<file path="src/rtl/soc_video_bridge.sv">
// soc_video_bridge: picorv32 native memory bus to the soc_video register/framebuffer port.
// Decodes the video window, issues one-cycle sel/wren strobes and returns ready with fixed latency.
module soc_video_bridge #(
    parameter logic [7:0] BASE_ADDR    = 8'h20,
    parameter int         READ_LATENCY = 1
) (
    input  logic        clk,
    input  logic        n_reset,
    input  logic        cpu_valid,
    input  logic        cpu_instr,
    input  logic [31:0] cpu_addr,
    input  logic [31:0] cpu_wdata,
    input  logic [3:0]  cpu_wstrb,
    output logic [31:0] cpu_rdata,
    output logic        cpu_ready,
    output logic        cpu_hit,
    output logic        video_sel,
    output logic [3:0]  video_wren,
    output logic [23:0] video_address,
    output logic [31:0] video_wdata,
    input  logic [31:0] video_rdata
);

    typedef enum logic [1:0] {IDLE, ISSUE, WAIT, ACK} state_t;

    localparam logic [1:0] LAT_LOAD = 2'(READ_LATENCY - 1);

    if (READ_LATENCY < 1 || READ_LATENCY > 4) begin : g_bad_latency
        $error("soc_video_bridge: READ_LATENCY must be in 1..4");
    end

    state_t     state, state_next;
    logic [1:0] lat_cnt, lat_cnt_next;
    logic       accept;

    assign cpu_hit = cpu_valid && (cpu_addr[31:24] == BASE_ADDR);
    assign accept  = (state == IDLE) && cpu_hit;

    // NOTE: every output of this block gets a default first, so no path can infer a latch.
    always_comb begin
        state_next   = state;
        lat_cnt_next = lat_cnt;
        case (state)
            IDLE: begin
                if (cpu_hit) state_next = ISSUE;
            end
            ISSUE: begin
                // In ISSUE video_wren still holds the captured strobes, so it doubles as the write flag.
                if (video_wren != 4'h0) begin
                    state_next = ACK;
                end else begin
                    lat_cnt_next = LAT_LOAD;
                    state_next   = WAIT;
                end
            end
            WAIT: begin
                if (lat_cnt == 2'd0) state_next = ACK;
                else                 lat_cnt_next = lat_cnt - 2'd1;
            end
            ACK: begin
                state_next = IDLE;
            end
            default: begin
                state_next = IDLE;
            end
        endcase
    end

    // NOTE: sequential state uses non-blocking assignments so every register samples pre-edge values.
    always_ff @(posedge clk or negedge n_reset) begin
        if (!n_reset) begin
            state   <= IDLE;
            lat_cnt <= 2'd0;
        end else begin
            state   <= state_next;
            lat_cnt <= lat_cnt_next;
        end
    end

    always_ff @(posedge clk or negedge n_reset) begin
        if (!n_reset) begin
            cpu_ready     <= 1'b0;
            cpu_rdata     <= 32'h0;
            video_sel     <= 1'b0;
            video_wren    <= 4'h0;
            video_address <= 24'h0;
            video_wdata   <= 32'h0;
        end else begin
            // Strobes are launched from IDLE so they are registered and live only in ISSUE.
            video_sel  <= accept;
            video_wren <= (accept && !cpu_instr) ? cpu_wstrb : 4'h0;
            cpu_ready  <= (state_next == ACK);
            if (accept) begin
                video_address <= cpu_addr[23:0];
                video_wdata   <= cpu_wdata;
            end
            if (state == WAIT && lat_cnt == 2'd0) begin
                cpu_rdata <= video_rdata;
            end
        end
    end

endmodule

</file>
<file path="config.mk">
export PLATFORM = sky130hd
export DESIGN_NAME = soc_video_bridge
export DESIGN_NICKNAME = d
export VERILOG_FILES = /design/src/rtl/soc_video_bridge.sv
export SDC_FILE = /design/constraint.sdc
export NUM_CORES = 1
export LEC_CHECK = 0
export BUFFER_PORTS_ARGS = -buffer_cell sky130_fd_sc_hd__buf_2
export CORE_MARGIN = 2
export CORE_UTILIZATION = 41
export DETAILED_ROUTE_END_ITERATION = 16
export GPL_ROUTABILITY_DRIVEN = 0
export PLACE_DENSITY = 0.76
export RECOVER_POWER = 100
export SYNTH_ARGS = -nofsm -noshare
export SYNTH_HDL_FRONTEND = slang
export SYNTH_SLANG_ARGS = --single-unit
</file>
<file path="constraint.sdc">
create_clock -name clk -period 1.52 [get_ports clk]
set_clock_uncertainty 0.15 [all_clocks]
set_input_delay 0.152 -clock clk [delete_from_list [all_inputs] [get_ports clk]]
set_output_delay 0.152 -clock clk [all_outputs]
set_load 0.02 [all_outputs]
</file>
== Word level (Yosys, flattened, before mapping) ==
Index checks and enable logic that the tools add are counted.

* Word-level logic and storage cells: 34
* Bits in registers: 98
* Output and inout bits: 95

* Add/subtract/negate cells: 1
* Equal/unequal tests: 7
* Reduce and logical (&&, ||, !) cells: 10
* Multiplexer cells: 8

{| class="wikitable"
|+ Operators with widths
! kind !! count
|-
| $eq 8x6->1 const B || 1
|-
| $mux 2 || 4
|-
| $pmux 2 s4 || 1
|-
| $eq 2x2->1 const B || 3
|-
| $logic_and 1x1->1 || 4
|-
| $logic_not 2->1 || 2
|-
| $mux 4 || 1
|-
| $ne 2x2->1 const B || 2
|-
| $pmux 2 s2 || 1
|-
| $reduce_bool 4->1 || 1
|-
| $reduce_and 3->1 || 1
|-
| $eq 2x1->1 const B || 1
|-
| $reduce_bool 2->1 || 1
|-
| $sub 2x1->2 const B || 1
|-
| $logic_not 1->1 || 1
|-
| $mux 1 || 1
|}

== Longest topological paths before layout ==
* Depth in word-level cells: 5
* Mapped depth: 6
* Gate-level depth less buffers: 5

== Least setup slack after synthesis ==
OpenSTA, ideal clock, no wires.

* Kind: register to register
* Start point: reg video_wren[1]
* End point: reg cpu_ready
* Path slack: -0.152 ns
* Arrival: 1.402 ns
* Stages on the path, launching flop included: 4
* Cell sequence: dfrtp_1 > o41a_1 > or3b_1 > o211a_1

* Word-level cells in the longest chain between the ends: 4

{| class="wikitable"
|+ RTL lines
! what !! RTL line !! text
|-
| from (decl) || 18 || <nowiki>output logic [3:0] video_wren,</nowiki>
|-
| from (signal assigned) || 91 || <nowiki>video_wren <= (accept && !cpu_instr) ? cpu_wstrb : 4'h0;</nowiki>
|-
| $reduce_bool 4->1 || 49 || <nowiki>if (video_wren != 4'h0) begin</nowiki>
|-
| $mux 1 || 49 ||
|-
| $pmux 2 s4 || 43 || <nowiki>case (state)</nowiki>
|-
| $eq 2x2->1 || 92 || <nowiki>cpu_ready <= (state_next == ACK);</nowiki>
|-
| to (signal assigned) || 92 ||
|-
| to (decl) || 15 || <nowiki>output logic cpu_ready,</nowiki>
|}

Every way passes these cells.
A chain may end at the register's enable or synchronous reset.

== Final worst setup path ==
* Start point: reg state[1]
* End point: reg video_wdata[30]

* Word-level cells in the longest chain between the ends: 2

{| class="wikitable"
|+ RTL lines
! what !! RTL line !! text
|-
| from (decl) || 32 || <nowiki>state_t state, state_next;</nowiki>
|-
| from (signal assigned) || 75 || <nowiki>state <= state_next;</nowiki>
|-
| $logic_not 2->1 || 37 || <nowiki>assign accept = (state == IDLE) && cpu_hit;</nowiki>
|-
| $logic_and 1x1->1 || 37 ||
|-
| to (signal assigned) || 95 || <nowiki>video_wdata <= cpu_wdata;</nowiki>
|-
| to (decl) || 20 || <nowiki>output logic [31:0] video_wdata,</nowiki>
|}

Every way passes these cells.

==> metrics.txt <==
status=finished, violations left; violated checks=setup timing; Critical Path Start=state[1]; first-pass GRT wire length=17.3 mm; I/O pin cnt=199; hpwl dp=around 6.4 mm; total die area=10400 µm²; Syn Inst Count=231; top sig layer=met4; Mean Syn Cell Area=approximately 17 µm²; peak supply drop=around 0.00077 V; Reg2Reg Setup Slack=-0.21 ns; critical path startpoint category=flop; Achievable Freq=578 MHz; CTS tree=done; CP endpoint kind=flop; CTS root buf=clkbuf_8; core area=roughly 9000 µm²; WL met2=roughly 6 mm; Non-Filler Instances=700; final hold vios=0; largest family of logic cells by synthesized area=multiplexers; hold crit path type=input pin to flop; max_cap viols=0; post-synth top area share=a little over three fifths; GR Overflow Total=0; dpl cells=577; Netlist cell types=26; DR WL/cell=approximately 17 µm; RR Startpoint=state[1]; CTS clock-pin slew for the worst setup and hold paths=about 0.10 ns; PortBufs=198; Final Max Slew Viols=0; top-count cell post-synth=dfrtp_1; asr flop ratio synth=100%; DRT iter0 DRCs=37; Worst slew margin=between 40% and 50%; TritonCTS Buffers=9; Die W=about 100 µm; leak pwr=0.00339 µW; number of setup violations in the final report=around 90; antenna violations before repair=0; crit path time final=approximately 1.7 ns; Synthesized Nets=340; met3 wire len=about 750 µm; Post-Route WL=between 10 and 15 mm; Cell Pwr Density=approximately 1300 nW/µm²; crit path DAT=between 1.5 and 2 ns; Area Overhead vs Synth=71.2%; # diodes=0; via count=between 3000 and 4000; CTS Sinks=just under 100; multiplexer share of the synthesized area=between 20 and 30%; R2R Path End=video_wdata[30]; EDFF count, synth=0; adder-cell share of the synthesized area=about 1.6%; final cycle utilization of the critical path=114%; fin worst setup slack=-0.210 ns; Top FF cell, synth=dfrtp_1; Min-Delay Path Depth=4; ANT nets after route=0; worst skew pair latency=~0.34 ns; H-tree lvl count=3; Overall Global Routing Usage=approximately 22%; Least-Margin Pin Slew=0.861 ns; Final Core Density=between 70 and 80%; Reg2Reg Depth=7; Die Y=between 100 and 150 µm; Synth Area in Compound Gates=1.53%; Core Rows=35; dominant cells by area after synthesis=dfrtp_1 63%, mux2_4 15%, mux2_2 14%, ha_1 1.6%, buf_6 1.1%; Via-to-Cell Ratio=between 4 and 5; Initial Util=between 40 and 50%; Pre-Repair DR Iteration Count=4; Worst Path Max Fanout=8; Nets=around 680; Syn Std Cell Area=between 3000 and 4000 µm²; Synth Warn #=0; met1 wire length=roughly 4.6 mm; critical path class=flop to flop; pin count of the biggest net entering global routing=99; layout cells sized above 1=about 46%; XOR/XNOR Fraction of Synth Area=0%; most frequent cells after synthesis=98 x dfrtp_1, 48 x mux2_2, 40 x mux2_4, 5 x ha_1, 5 x inv_1; Clock Tree Buf Depth=2; RSZ-0062 raised after global routing=yes; Synth area leader=dfrtp_1; DRC=0; flops & latches, synth=98; CP Data Required Time=between 1.5 and 2 ns; sequential fraction of the synthesis area=about 63%; Setup crit end=video_wdata[30]; simple-gate share of the synthesized area=2.93%; vias in the first global route=~3600
cell families after synthesis:
kind of cell               count (synthesis)
AOI/OAI and AO/OA                          8
adders and majority gates                  5
muxes                                     88
DFF                                       98
and+or+nand+nor                           18
buffers and inverters                     14
worst max-delay path, stage by stage (launching register included):
cell and delay, ns:
dfrtp_1 0.40, inv_2 0.08, ha_4 0.13, nand4_1 0.09, buf_6 0.16, buf_12 0.14, buf_4 0.16, mux2_4 0.30
repair_timing:
item,4_1_cts,5_1_grt
setup buffers,7,1
hold endpoints to repair,190,0
hold buffers,94,0
cloned,4,2
resized for setup,26,25
endpoints found under the setup margin,96,97
pin swaps,10,1
power by group:
group	switching, µW	total, µW	internal [µW]
clock	912	1860	947
sequential	304	3460	3150
combinational	1780	3670	1890
total	2990	8990	5990
flip-flops by register name, summed over array words and instances (netlist names):
name	cells
cpu_rdata	32
state	2
cpu_ready	1
video_wren	4
video_wdata	32
video_address	24
lat_cnt	2
video_sel	1
how the worst min path moves through the flow:
| stage | slack [ns] | from | end |
|---|---|---|---|
| 3_3_place_gp | 0.1 | n_reset | video_address[21] |
| 4_1_cts | 0.06 | cpu_addr[26] | video_wren[0] |
| 5_1_grt | 0.12 | cpu_addr[27] | video_wren[3] |
| 3_5_place_dp | 0.10 | n_reset | video_address[21] |
| 2_1_floorplan | -0.29 | n_reset | cpu_rdata[0] |
| 6_report | 0.09 | cpu_addr[26] | video_wren[0] |
layer usage:
metal  global-route usage [%]  up-vias
li1                         -     1487
met1                     25.0     1573
met2                     39.8      147
met3                     5.06       14
met4                     6.46        0
met5                        0        -
stage by stage:
stage               TNS (ns)  power, µW  setup slack (ns)  instance area [µm²]  hold slack, ns
global placement       -9.99       6210            -0.161                 5280          0.0962
finish                -13.26       8990            -0.210                 6710          0.0887
global route          -18.94       9440            -0.259                 6710           0.117
detailed placement    -13.03       6310            -0.208                 5280           0.104
CTS                   -12.99       9020            -0.196                 6710          0.0631
floorplan              -2.12       5240            -0.138                 3980          -0.294
cell type report:
type                       count  area [µm²]
clock buffer                  10         128
clock inverter                 6        93.8
fill                         634        2530
inverter                       5        18.8
multi-input combinational    119        1530
sequential                    98        2450
tap                          129         161
timing repair buffer         333        2330
placed cells by master, fill, tap and decap left out, types with 4 or more instances in the layout:
master           n
buf_2          102
dfrtp_1         97
clkbuf_1        96
dlygate4sd3_1   94
mux2_4          55
mux2_2          33
buf_4           19
buf_6           11
clkbuf_8         9
buf_16           4
Power figures use the tool's default switching activity.
